--- src/rtl/flexsoc_irq_pkg.sv ---
// Shared constants for the AHB3-lite interrupt controller: register offsets
// (HADDR[4:2]) and the slave response state encoding.
package flexsoc_irq_pkg;

  localparam logic [2:0] OFF_STATUS = 3'd0;
  localparam logic [2:0] OFF_ENABLE = 3'd1;
  localparam logic [2:0] OFF_SET    = 3'd2;
  localparam logic [2:0] OFF_CLR    = 3'd3;
  localparam logic [2:0] OFF_EDGE   = 3'd4;
  localparam logic [2:0] OFF_ID     = 3'd5;

  localparam logic [2:0] HSIZE_WORD = 3'b010;

  typedef enum logic [1:0] {
    RESP_OKAY = 2'd0,
    RESP_ERR1 = 2'd1,
    RESP_ERR2 = 2'd2
  } resp_e;

endpackage

--- src/rtl/sync_ff.sv ---
// Multi-stage flop synchroniser for asynchronous level inputs.
module sync_ff #(
  parameter int unsigned Width  = 1,
  parameter int unsigned Stages = 2
) (
  input  logic             clk_i,
  input  logic             rst_ni,
  input  logic [Width-1:0] d_i,
  output logic [Width-1:0] q_o
);

  logic [Width-1:0] sync_q [Stages];

  always_ff @(posedge clk_i or negedge rst_ni) begin
    if (!rst_ni) begin
      for (int i = 0; i < Stages; i++) begin
        sync_q[i] <= '0;
      end
    end else begin
      sync_q[0] <= d_i;
      for (int i = 1; i < Stages; i++) begin
        sync_q[i] <= sync_q[i-1];
      end
    end
  end

  assign q_o = sync_q[Stages-1];

endmodule

--- src/rtl/ahb3lite_irq_ctrl.sv ---
// AHB3-lite interrupt controller: synchronised sources latch into pend, gated by
// enable to drive the core interrupt vector. Zero-wait word access, two-cycle ERROR otherwise.
module ahb3lite_irq_ctrl
  import flexsoc_irq_pkg::*;
#(
  parameter int unsigned NUM_IRQ     = 16,
  parameter int unsigned SYNC_STAGES = 2,
  parameter logic [31:0] ID_VALUE    = 32'h1A0C0001
) (
  input  logic               CLK,
  input  logic               RESETn,
  input  logic               HSEL,
  input  logic [31:0]        HADDR,
  input  logic [31:0]        HWDATA,
  input  logic               HWRITE,
  input  logic [2:0]         HSIZE,
  input  logic [2:0]         HBURST,
  input  logic [3:0]         HPROT,
  input  logic [1:0]         HTRANS,
  input  logic               HREADY,
  output logic [31:0]        HRDATA,
  output logic               HREADYOUT,
  output logic               HRESP,
  input  logic [NUM_IRQ-1:0] irq_src,
  output logic [NUM_IRQ-1:0] irq
);

  resp_e              resp_q, resp_d;
  logic [2:0]         addr_q, addr_d;
  logic               wr_q, wr_d;
  logic               rd_q, rd_d;
  logic [NUM_IRQ-1:0] pend_q, pend_d;
  logic [NUM_IRQ-1:0] enable_q, enable_d;
  logic [NUM_IRQ-1:0] edge_q, edge_d;
  logic [NUM_IRQ-1:0] src_d_q;
  logic [NUM_IRQ-1:0] src_s;
  logic [NUM_IRQ-1:0] wdata;
  logic [NUM_IRQ-1:0] sw_set, sw_clr, hw_set;
  logic               accept;

  logic unused_inputs;
  assign unused_inputs = ^{HADDR[31:5], HADDR[1:0], HWDATA, HBURST, HPROT, HTRANS[0]};

  sync_ff #(
    .Width  (NUM_IRQ),
    .Stages (SYNC_STAGES)
  ) u_sync (
    .clk_i  (CLK),
    .rst_ni (RESETn),
    .d_i    (irq_src),
    .q_o    (src_s)
  );

  assign accept = HSEL & HREADY & HTRANS[1];
  assign wdata  = HWDATA[NUM_IRQ-1:0];

  // Address phase capture and response sequencing.
  always_comb begin
    resp_d = RESP_OKAY;
    addr_d = addr_q;
    wr_d   = 1'b0;
    rd_d   = 1'b0;
    unique case (resp_q)
      RESP_ERR1: resp_d = RESP_ERR2;
      default: begin
        if (accept) begin
          if (HSIZE == HSIZE_WORD) begin
            addr_d = HADDR[4:2];
            wr_d   = HWRITE;
            rd_d   = ~HWRITE;
          end else begin
            resp_d = RESP_ERR1;
          end
        end
      end
    endcase
  end

  // Data phase writes; a hardware set on a bit overrides a same-cycle CLR.
  always_comb begin
    enable_d = enable_q;
    edge_d   = edge_q;
    sw_set   = '0;
    sw_clr   = '0;
    if (wr_q) begin
      case (addr_q)
        OFF_ENABLE: enable_d = wdata;
        OFF_SET:    sw_set   = wdata;
        OFF_CLR:    sw_clr   = wdata;
        OFF_EDGE:   edge_d   = wdata;
        default:    ;
      endcase
    end
    hw_set = (edge_q & src_s & ~src_d_q) | (~edge_q & src_s);
    pend_d = (pend_q & ~sw_clr) | sw_set | hw_set;
  end

  always_ff @(posedge CLK or negedge RESETn) begin
    if (!RESETn) begin
      resp_q   <= RESP_OKAY;
      addr_q   <= '0;
      wr_q     <= 1'b0;
      rd_q     <= 1'b0;
      pend_q   <= '0;
      enable_q <= '0;
      edge_q   <= '0;
      src_d_q  <= '0;
    end else begin
      resp_q   <= resp_d;
      addr_q   <= addr_d;
      wr_q     <= wr_d;
      rd_q     <= rd_d;
      pend_q   <= pend_d;
      enable_q <= enable_d;
      edge_q   <= edge_d;
      src_d_q  <= src_s;
    end
  end

  always_comb begin
    HRDATA = '0;
    if (rd_q) begin
      case (addr_q)
        OFF_STATUS: HRDATA = 32'(pend_q);
        OFF_ENABLE: HRDATA = 32'(enable_q);
        OFF_EDGE:   HRDATA = 32'(edge_q);
        OFF_ID:     HRDATA = ID_VALUE;
        default:    HRDATA = '0;
      endcase
    end
  end

  assign HREADYOUT = (resp_q != RESP_ERR1);
  assign HRESP     = (resp_q != RESP_OKAY);
  assign irq       = pend_q & enable_q;

endmodule

--- config.mk ---
export PLATFORM = sky130hd
export DESIGN_NAME = ahb3lite_irq_ctrl
export DESIGN_NICKNAME = d
export VERILOG_FILES = /design/src/rtl/flexsoc_irq_pkg.sv /design/src/rtl/sync_ff.sv /design/src/rtl/ahb3lite_irq_ctrl.sv
export SDC_FILE = /design/constraint.sdc
export NUM_CORES = 1
export LEC_CHECK = 0
export CAP_MARGIN = 20
export CORE_ASPECT_RATIO = 0.8
export CORE_MARGIN = 1
export CORE_UTILIZATION = 40
export DETAILED_ROUTE_END_ITERATION = 7
export GPL_TIMING_DRIVEN = 0
export PLACE_DENSITY = 0.69
export SYNTH_ARGS = -nofsm -noshare
export SYNTH_HDL_FRONTEND = slang
export SYNTH_HIERARCHICAL = 1
export SYNTH_SLANG_ARGS = --single-unit
--- constraint.sdc ---
create_clock -name CLK -period 2 [get_ports CLK]
set_clock_uncertainty 0.05 [all_clocks]
set_input_delay 0.2 -clock CLK [delete_from_list [all_inputs] [get_ports CLK]]
set_output_delay 0.2 -clock CLK [all_outputs]
set_load 0.005 [all_outputs]
### Word-level counts from Yosys, hierarchy flattened

Index checks and enable logic that the tools add are counted.

* logic and storage cells: 53
* output and inout port bits: 50
* register bits: 103
* input bits: 97

* equality and inequality tests: 8
* bitwise gates (word level): 15
* reduce and logical (&&, ||, !) cells: 5
* multiplexer cells: 15

Operators by type and width (count)
* one-hot mux 29 bit (4 select lines): 1
* AND 16 bit: 5
* two-way mux 16 bit: 4
* NOT 16 bit: 3
* OR 16 bit: 3
* two-way mux 29 bit: 1
* == test 3 x 2 -> 1 bit, second input constant: 3
* two-way mux 1 bit: 8
* == test 3 bit, second input constant: 2
* AND reduction 2 bit: 2
* == test 3 x 1 -> 1 bit, second input constant: 1
* zero test 3 bit: 1
* AND reduction 3 bit: 1
* AND 1 bit: 2
* == test 2 x 1 -> 1 bit, second input constant: 1
* two-way mux 2 bit: 1
* != test 2 x 1 -> 1 bit, second input constant: 1
* NOT 1 bit: 2
* nonzero test 2 bit: 1

### Depth between registers and ports, before layout

Gate-level depths: netlist of the first run.

* depth after elaboration: 7
* depth in mapped cells: 6
* depth with buffers taken out: 4

### Cells and area by module

The synthesis of the first run kept the hierarchy.

By module, submodules not included
* ahb3lite_irq_ctrl: times used 1, seq. area each 1776.7 um^2, cells each 282, area each 3382.0 um^2
* sync_ff: times used 1, seq. area each 800.8 um^2, cells each 48, area each 920.9 um^2

### Worst setup path after synthesis of the first run

Ideal clock, no wire load.

* path type: reg-to-reg
* start: register addr_q[0]
* end: register edge_q[10]
* library setup time: 0.125 ns
* arrival: 1.390 ns
* data required time: 1.825 ns
* path buffers: 3
* setup slack: 0.434 ns
* stages on the path, launching flop included: 7
* period minus slack after synthesis: 1.566 ns
* cells stage by stage: dfrtp_1 -> nor2b_1 -> buf_6 -> and3b_1 -> buf_6 -> buf_6 -> mux2_4

* cells in the longest elaborated chain, start to end: 2

RTL lines
* start: declaration: RTL line ahb3lite_irq_ctrl.sv:29 `logic [2:0] addr_q, addr_d;`
* start signal: assignment: RTL line ahb3lite_irq_ctrl.sv:110 `addr_q <= addr_d;`
* == test 3 bit: RTL line ahb3lite_irq_ctrl.sv:86 `case (addr_q)`
* AND reduction 2 bit (no source line)
* end signal: assignment: RTL line ahb3lite_irq_ctrl.sv:115 `edge_q <= edge_d;`
* end: declaration: RTL line ahb3lite_irq_ctrl.sv:34 `logic [NUM_IRQ-1:0] edge_q, edge_d;`

Every way passes these cells.
A chain may end at the register's enable or synchronous reset.

### Worst setup path after layout of the first run

* start: register addr_q[0]
* end: output port HRDATA[3]

* cells in the longest elaborated chain, start to end: 3
* elaborated cells on any way between the ends: 6
* classes of those cells: eq/ne: 3; mux: 2; reduce/logical: 1

RTL lines
* == test 3 bit, or another cell as far along: RTL line ahb3lite_irq_ctrl.sv:123 `case (addr_q)`
* one-hot mux 29 bit (4 select lines) (*): RTL line ahb3lite_irq_ctrl.sv:123
* two-way mux 29 bit (*): RTL line ahb3lite_irq_ctrl.sv:122 `if (rd_q) begin`
* end: declaration: RTL line ahb3lite_irq_ctrl.sv:21 `output logic [31:0] HRDATA,`

Mark *: on every way between the ends. The rest lies on a longest branch, timed or not.

==> results of run 1 <==
what timing repair did:
action,CTS,global route
hold buffers,1,0
buffers inserted,18,1
gates cloned,0,1
hold endpoints to repair,45,0
setup endpoints to repair,21,27
pin swaps,7,11
gates resized for setup,103,9
synthesized netlist by cell type, types with 5 or more instances:
| master | number | area, um2 |
|---|---|---|
| mux2_4 | 10 | 150 |
| mux2i_1 | 15 | 150 |
| or2_1 | 14 | 87.6 |
| nand2_1 | 32 | 120 |
| and2_1 | 17 | 106 |
| mux2_1 | 24 | 270 |
| a21oi_1 | 15 | 75.1 |
| a221o_1 | 16 | 160 |
| dfrtp_1 | 103 | 2580 |
| clkbuf_1 | 5 | 18.8 |
| a21boi_1 | 16 | 120 |
| buf_4 | 35 | 263 |
through the flow:
stage	total power [uW]	instances	util	setup slack, ps	TNS (ps)
CTS	4740	597	0.571	-77.0	-110
finish	4730	598	0.576	6.35	0
detailed placement	2780	563	0.517	-522	-5360
global route	4930	598	0.576	-64.6	-442
floorplan	2520	340	-	434	0
global placement	2760	562	0.515	-3150	-328890
cell usage in the layout, fill, tap and decap left out, drive strengths merged, types with 2 or more instances in the layout:
cell type      synthesis  layout
a21boi                16      16
nor4bb                 2       2
nor3b                  2       2
a21oi                 15      15
nor2b                  4       4
clkdlybuf4s50          0      60
inv                    1       2
or2                   16      16
mux2                  35      35
nand2b                 2       2
dfrtp                103     103
clkbuf                 5      14
and2                  17      17
conb                   1      11
buf                   41      78
nor3                   2       2
dlygate4sd2            0       5
mux2i                 15      15
nand2                 32      32
a221o                 16      16
clkinvlp               0       4
worst max-delay path: stages (launching register included):
cell	delay [ps]
dfrtp_1	420
buf_8	150
buf_6	120
buf_6	120
mux2i_1	100
or2_1	240
a21oi_2	140
buf_2	120
where the power goes:
| part | leakage [uW] | total [uW] | switching (uW) | internal (uW) |
|---|---|---|---|---|
| sequential | 0.00124 | 2210 | 43.7 | 2170 |
| combinational | 0.00134 | 760 | 310 | 450 |
| clock | 0.000137 | 1760 | 755 | 1010 |
cells by family after synthesis:
group	after synthesis	synth area share
flops	103	0.599
simple gates	81	0.103
mux	50	0.135
compound gates	48	0.0843
buf+inv	47	0.0776
other cells	1	0.000872
flip-flops by register name, summed over array words and instances (netlist names):
name,cells
addr_q,3
resp_q,2
u_sync/sync_q,16
rd_q,1
wr_q,1
enable_q,16
edge_q,16
src_d_q,16
pend_q,16
u_sync/q_o,16
layer usage:
| metal | global-route usage | up-vias | wire length (um) |
|---|---|---|---|
| li1 | - | 1338 | - |
| met1 | 0.242 | 1396 | 4370 |
| met2 | 0.273 | 71 | 4330 |
| met3 | 0.0441 | 14 | 438 |
| met4 | 0.0662 | 0 | 171 |
| met5 | 0 | - | 0 |
how the worst max path moves through the flow:
| stage | from | to | cells past startpoint | slack [ps] |
|---|---|---|---|---|
| 6_report | addr_q[0]$_DFFE_PN0P_ | HRDATA[3] | 7 | 6 |
| 3_5_place_dp | addr_q[1]$_DFFE_PN0P_ | HRDATA[19] | 6 | -520 |
| 2_1_floorplan | addr_q[0]$_DFFE_PN0P_ | edge_q[10]$_DFFE_PN0P_ | 6 | 430 |
| 3_3_place_gp | RESETn | u_sync/sync_q[30]$_DFF_PN0_ | 1 | -3150 |
| 5_1_grt | addr_q[0]$_DFFE_PN0P_ | HRDATA[12] | 7 | -60 |
| 4_1_cts | addr_q[0]$_DFFE_PN0P_ | HRDATA[8] | 7 | -80 |
cell type report:
class / count / area, um2
plain buffers: 45 / 410
well taps: 140 / 175
fillers: 828 / 4400
clock buffers: 10 / 239
inverters: 1 / 3.75
multi-input cells: 190 / 1520
clock inverters: 6 / 68.8
repair buffers: 103 / 975
flip-flops and latches: 103 / 2580
==> flow_metrics.py, run 1 <==
metrics = {
    "timing": {
        "final.period_utilization": 0.997,
        "setup_violations": 0,
        "slew_headroom": 0.600,
        "holdWs_ps": 233,
        "fmax_mhz": 502,
        "rsz0062_at_grt": "true",
        "slew_viol_final": 0,
        "hold_viol": 0,
        "post-route-min-period_ps": 1990,
        "worstMarginPinSlew_ps": 599,
    },
    "clocking": {
        "htree_levels": 3,
        "clk_path_buf_depth": 2,
        "cts_sinks": 103,
        "cts_root_buffer": "clkbuf_16",
        "cts_tree": "yes",
        "numCtsBuffers": 9,
        "path_clk_slew_ps": 70,
        "clk_latency_ps": 350,
    },
    "place": {
        "portBuffers": 82,
        "detailed_place.area_um2": 5360,
        "post-dp-hpwl_um": 6000,
        "routabilityCongestion": 0.732,
    },
    "route": {
        "via_per_inst": 4.71,
        "via_count": 2819,
        "drc": 0,
        "dr.pass1.iters": 4,
        "drt_iter0_drc": 89,
        "wl_per_cell_um": 15.6,
        "ant_nets": 0,
        "postRouteWirelength_um": 9300,
    },
    "yosys": {
        "yosys_most_used_dff": "dfrtp_1",
        "synth_warnings": 6,
        "async_flop_share": 1.00,
        "synth_cell_type_count": 30,
        "syn_area_um2": 4300,
        "ys_ff_latch": 103,
        "syn_inst": 330,
        "yosysSeqAreaShare": 0.599,
        "synth-edff-count": 0,
        "avgSynthCellArea_um2": 13.0,
    },
    "floorplan": {
        "dieArea_um2": 11200,
        "die_w_um": 118,
        "die_height_um": 94.8,
        "io_pins": 147,
        "core_um2": 10400,
        "start_util": 0.415,
        "rows": 33,
    },
    "global_route": {
        "grt_max_degree": 59,
        "grt_pass1_wl_um": 14800,
        "antenna_found_initial": 0,
        "grt_pass1_vias": 2816,
        "grtUsageTotal": 0.177,
        "overflow": 0,
    },
    "setup_path": {
        "r2r-end": "edge_q[10]$_DFFE_PN0P_",
        "r2r_cells": 8,
        "rrSetupSlack_ps": 30,
        "r2r-start": "addr_q[0]$_DFFE_PN0P_",
        "endpoint_kind": "output pin",
        "critPathRequiredTime_ps": 1750,
        "cp.arrival_ps": 1740,
        "path_max_fanout": 4,
        "critPathKind": "flip-flop to output pin",
        "worstSetupStartpointType": "flip-flop",
    },
    "worst_hold_path": {
        "hold_start": "irq_src[13]",
        "hold_path_class": "input pin to flip-flop",
        "hold_path_end": "u_sync/sync_q[29]$_DFF_PN0_",
        "min_path_cells": 1,
    },
    "cells_and_area": {
        "drive_gt1_frac": 0.290,
        "fin_nets": 550,
        "area_delta_synth_final_pct": 38.6,
        "final_cell_area_um2": 5970,
        "diodes": 0,
    },
    "run": {
        "cap_violations": 0,
    },
    "power": {
        "peakVddDrop_mv": 0.523,
        "power.density_nw_per_um2": 793,
        "p_leak_uw": 0.00272,
    },
    "outcome": {
        "status": "finished, final reports clean",
    },
}
No activity file was read; power rests on OpenSTA's default activity.
==> run 2: changes to the inputs <==
- CTS_BUF_LIST: unset -> sky130_fd_sc_hd__clkbuf_4 sky130_fd_sc_hd__clkbuf_8
- CTS_CLUSTER_SIZE: unset -> 12
==> run 2 against run 1 <==
Core utilization is 1.1 points lower. The run now ends with negative setup slack left. Fmax decreased by 1.5%. Global-route usage rose by 0.21 points.
==> flow_metrics.py, run 2 (synthesis gave the netlist of run 1 again) <==
metrics = {
    "power": {
        "power_frac_clock": 0.309,
        "swShare": 0.247,
        "p_int_uw": 3230,
        "switching_power_uw": 1060,
        "peakVddDrop_mv": 0.499,
        "p_leak_uw": 0.00267,
        "power_frac_seq": 0.513,
        "power_frac_comb": 0.178,
        "power.density_nw_per_um2": 733,
    },
    "global_route": {
        "antenna_found_initial": 0,
        "grt_max_degree": 59,
        "overflow": 0,
        "grt_pass1_vias": 2762,
        "grtUsageTotal": 0.179,
        "grt_pass1_wl_um": 14900,
    },
    "cells_and_area": {
        "drive_gt1_frac": 0.291,
        "finish.utilization": 0.565,
        "final_cell_area_um2": 5850,
        "final_cell_mix": "dfrtp_1, clkdlybuf4s50_1, buf_4",
        "diodes": 0,
        "area_delta_synth_final_pct": 36.0,
        "fin_nets": 549,
        "final_common_cell": "dfrtp_1",
    },
    "place": {
        "routabilityCongestion": 0.732,
        "post-dp-hpwl_um": 6000,
        "detailed_place.area_um2": 5360,
        "place_ws_ps": -522,
        "portBuffers": 82,
    },
    "route": {
        "postRouteWirelength_um": 9230,
        "wl_per_cell_um": 15.5,
        "ant_nets": 0,
        "drc": 0,
        "via_count": 2802,
        "dr.pass1.iters": 5,
        "via_per_inst": 4.69,
        "drt_iter0_drc": 80,
    },
    "clocking": {
        "cts_root_buffer": "clkbuf_8",
        "cts_tree": "yes",
        "clk_latency_ps": 370,
        "path_clk_slew_ps": 100,
        "cts_sinks": 103,
        "htree_levels": 3,
        "clk_path_buf_depth": 2,
        "numCtsBuffers": 9,
    },
    "floorplan": {
        "rows": 33,
        "die_height_um": 94.8,
        "die_w_um": 118,
        "dieArea_um2": 11200,
        "core_um2": 10400,
        "start_util": 0.415,
        "io_pins": 147,
    },
    "outcome": {
        "violations": "negative setup slack",
        "status": "complete, but fails checks",
    },
    "timing": {
        "setup_violations": 3,
        "fmax_mhz": 494,
        "post-route-min-period_ps": 2020,
        "final.period_utilization": 1.01,
        "setup_tns_ps": -46.0,
        "fin_ws_ps": -23.2,
        "hold_viol": 0,
        "holdWs_ps": 203,
        "worstMarginPinSlew_ps": 599,
        "slew_headroom": 0.601,
        "rsz0062_at_grt": "true",
        "slew_viol_final": 0,
    },
    "setup_path": {
        "path_max_fanout": 5,
        "cp.arrival_ps": 1770,
        "endpoint_kind": "output pin",
        "critPathKind": "flip-flop to output pin",
        "worstSetupStartpointType": "flip-flop",
        "critPathRequiredTime_ps": 1750,
    },
    "run": {
        "cap_violations": 0,
    },
    "worst_hold_path": {
        "hold_path_class": "input pin to flip-flop",
    },
}
## run 2: changes by cell type in the layout (fill, tap and decap cells not counted), sizes merged
| cell | delta |
|---|---|
| dlygate4sd2 | -1 |
| buf | -1 |
| clkbuf | +1 |
## run 2: worst max-delay path, cell delays in order (launching register included)
cell and delay (ps):
dfrtp_1 420, buf_8 150, buf_12 130, buf_12 120, mux2i_1 100, or2_1 240, a21oi_2 120, buf_2 120
## run 2: routing by layer
layer / wire length, um / vias to the layer above / track usage
met3: 365 / 11 / 0.0519
met5: 0 / - / 0
met4: 129 / 0 / 0.0513
li1: - / 1348 / -
met2: 4340 / 64 / 0.273
met1: 4400 / 1379 / 0.248
## run 2: layout make-up
type / instances / area [um2]
Clock inverter: 6 / 68.8
Inverter: 1 / 3.75
Fill cell: 841 / 4510
Clock buffer: 10 / 138
Tap cell: 140 / 175
Timing Repair Buffer: 102 / 951
Multi-Input combinational cell: 190 / 1520
Buffer: 45 / 422
Sequential cell: 103 / 2580
## run 2: through the flow
step	instances	total power, uW
after floorplan	340	2520
after global placement	562	2760
after detailed placement	563	2780
after CTS	597	4310
after global routing	597	4490
final	597	4290
## run 2: timing repair
item,4_1_cts,5_1_grt
hold buffers,1,0
endpoints found under the hold margin,45,0
endpoints found under the setup margin,21,28
pin swaps,13,17
cloned,0,0
gates resized for setup,109,8
buffers inserted,18,1
## run 2: final timing paths
kind | start | to | slack (ps) | cells past startpoint
max | addr_q[0]$_DFFE_PN0P_ | HRDATA[13] | -20 | 7
max in group asynchronous | RESETn | src_d_q[8]$_DFF_PN0_ | 890 | 3
min reg2reg | u_sync/sync_q[17]$_DFF_PN0_ | u_sync/q_o[1]$_DFF_PN0_ | 300 | 0
max reg2reg | addr_q[0]$_DFFE_PN0P_ | edge_q[10]$_DFFE_PN0P_ | 40 | 8
min in group asynchronous | RESETn | enable_q[1]$_DFFE_PN0P_ | 330 | 2
min | irq_src[13] | u_sync/sync_q[29]$_DFF_PN0_ | 200 | 1
## run 2: power by group through the flow
stage               logic (uW)  clock network, uW  registers (uW)
floorplan                  289                  0            2230
global placement           516                  0            2250
detailed placement         531                  0            2250
CTS                        738               1370            2200
global route               829               1440            2210
finish                     763               1330            2200
==> run 3: changes to the inputs <==
- CTS_BUF_LIST: sky130_fd_sc_hd__clkbuf_4 sky130_fd_sc_hd__clkbuf_8 -> sky130_fd_sc_hd__clkbuf_2
- SLEW_MARGIN: unset -> 10
==> run 3 against run 2 <==
The run still ends with negative setup slack left. Register-to-register slack is essentially flat. First-iteration DRC count shrank 20%. Sequential share of layout area shrank 2.1 points. Final cell count grew 5.2%. Global-route usage shrank 0.094 points. Critical endpoint unchanged. Largest cell class unchanged.
==> flow_metrics.py, run 3 (synthesis gave the netlist of run 1 again) <==
metrics = {
    "route": {
        "drc": 0,
        "dr.pass1.iters": 4,
        "ant_nets": 0,
        "via_count": 2951,
        "via_per_inst": 4.70,
        "drt_iter0_drc": 64,
        "wl_per_cell_um": 15.1,
        "postRouteWirelength_um": 9480,
    },
    "global_route": {
        "grt_pass1_wl_um": 15100,
        "antenna_found_initial": 0,
        "grt_pass1_vias": 2901,
        "overflow": 0,
        "grtUsageTotal": 0.178,
        "grt_max_degree": 87,
    },
    "cells_and_area": {
        "final_cell_mix": "dfrtp_1, clkdlybuf4s50_1, buf_4",
        "final_common_cell": "dfrtp_1",
        "final_cell_area_um2": 6150,
        "finish.utilization": 0.593,
        "seqCellArea_um2": 2580,
        "stdcell_count": 628,
        "area_delta_synth_final_pct": 42.9,
        "diodes": 0,
        "fillers": 824,
        "fin_nets": 580,
        "multi_input_area_um2": 1550,
        "drive_gt1_frac": 0.320,
    },
    "clocking": {
        "clk_path_buf_depth": 2,
        "numCtsBuffers": 9,
        "cts_root_buffer": "clkbuf_2",
        "clk_latency_ps": 550,
        "path_clk_slew_ps": 280,
        "cts_tree": "yes",
        "cts_sinks": 103,
        "htree_levels": 3,
    },
    "setup_path": {
        "r2r-start": "addr_q[0]$_DFFE_PN0P_",
        "endpoint_kind": "output pin",
        "critPathRequiredTime_ps": 1750,
        "r2r_cells": 9,
        "path_max_fanout": 6,
        "cp.arrival_ps": 1960,
        "worstSetupStartpointType": "flip-flop",
        "critPathKind": "flip-flop to output pin",
        "startpoint": "addr_q[0]$_DFFE_PN0P_",
    },
    "outcome": {
        "violations": "negative setup slack",
        "status": "complete, but fails checks",
    },
    "timing": {
        "final.period_utilization": 1.11,
        "rsz0062_at_grt": "true",
        "hold_viol": 0,
        "slew_viol_final": 0,
        "fmax_mhz": 452,
        "worstMarginPinSlew_ps": 762,
        "setup_violations": 20,
        "fin_ws_ps": -213,
        "slew_headroom": 0.490,
        "post-route-min-period_ps": 2210,
    },
    "floorplan": {
        "core_um2": 10400,
        "die_height_um": 94.8,
        "start_util": 0.415,
        "dieArea_um2": 11200,
        "io_pins": 147,
        "rows": 33,
        "die_w_um": 118,
    },
    "place": {
        "detailed_place.area_um2": 5370,
        "place_ws_ps": -525,
        "post-dp-hpwl_um": 5980,
        "routabilityCongestion": 0.732,
        "portBuffers": 82,
        "dp_cells": 563,
    },
    "power": {
        "peakVddDrop_mv": 0.367,
        "p_leak_uw": 0.00286,
        "power.density_nw_per_um2": 687,
    },
    "worst_hold_path": {
        "hold_path_class": "input pin to asynchronous set/reset pin",
    },
    "run": {
        "cap_violations": 0,
    },
}
## run 3: final timing paths
path                                            endpoint  slack [ps]
max in group asynchronous          edge_q[3]$_DFFE_PN0P_         680
worst max-delay path                          HRDATA[13]        -210
worst max register to register    edge_q[13]$_DFFE_PN0P_          50
worst min register to register  u_sync/q_o[11]$_DFF_PN0_         340
min in group CLK                     resp_q[0]$_DFF_PN0_         140
worst min-delay path             u_sync/q_o[4]$_DFF_PN0_         130
## run 3: stage by stage
step           hold slack [ps]  TNS [ps]  power, uW
2_1_floorplan             -146         0       2520
3_3_place_gp               282   -328890       2760
3_5_place_dp             0.127     -5410       2780
4_1_cts                   84.4     -3820       4220
5_1_grt                   83.6     -5880       4420
6_report                   128     -2960       4220
## run 3: what timing repair did
item                                    CTS  global route
buffers inserted                         26             6
endpoints found under the hold margin   119             0
endpoints found under the setup margin   22            29
gates resized for setup                 132            19
hold buffers                             18             0
pin swaps                                10            10
## run 3: worst max-delay path, cell delays in order (launching register included)
cell,delay [ps]
dfrtp_1,470
buf_8,150
buf_12,130
buf_12,120
mux2i_1,100
or2_1,220
a21oi_2,120
buf_2,120
## run 3: cell type report
| class | instances | share of cell area |
|---|---|---|
| clock buffer | 9 | 0.00733 |
| tap | 140 | 0.0285 |
| sequential | 103 | 0.419 |
| multi-input combinational | 190 | 0.251 |
| buffer | 45 | 0.0722 |
| timing repair buffer | 133 | 0.205 |
| clock inverter | 7 | 0.0163 |
| inverter | 1 | 0.000611 |
## run 3: routing by layer
metal / wire length (um) / GRT usage / vias to the layer above
met1: 4420 / 0.246 / 1445
met2: 4510 / 0.277 / 90
li1: - / - / 1401
met5: 0 / 0 / -
met3: 421 / 0.0399 / 15
met4: 141 / 0.0630 / 0
## run 3: power by group
| part | internal (uW) | total (uW) | switching (uW) |
|---|---|---|---|
| clock network | 432 | 1140 | 708 |
| registers | 2170 | 2210 | 40.5 |
| logic | 539 | 873 | 334 |
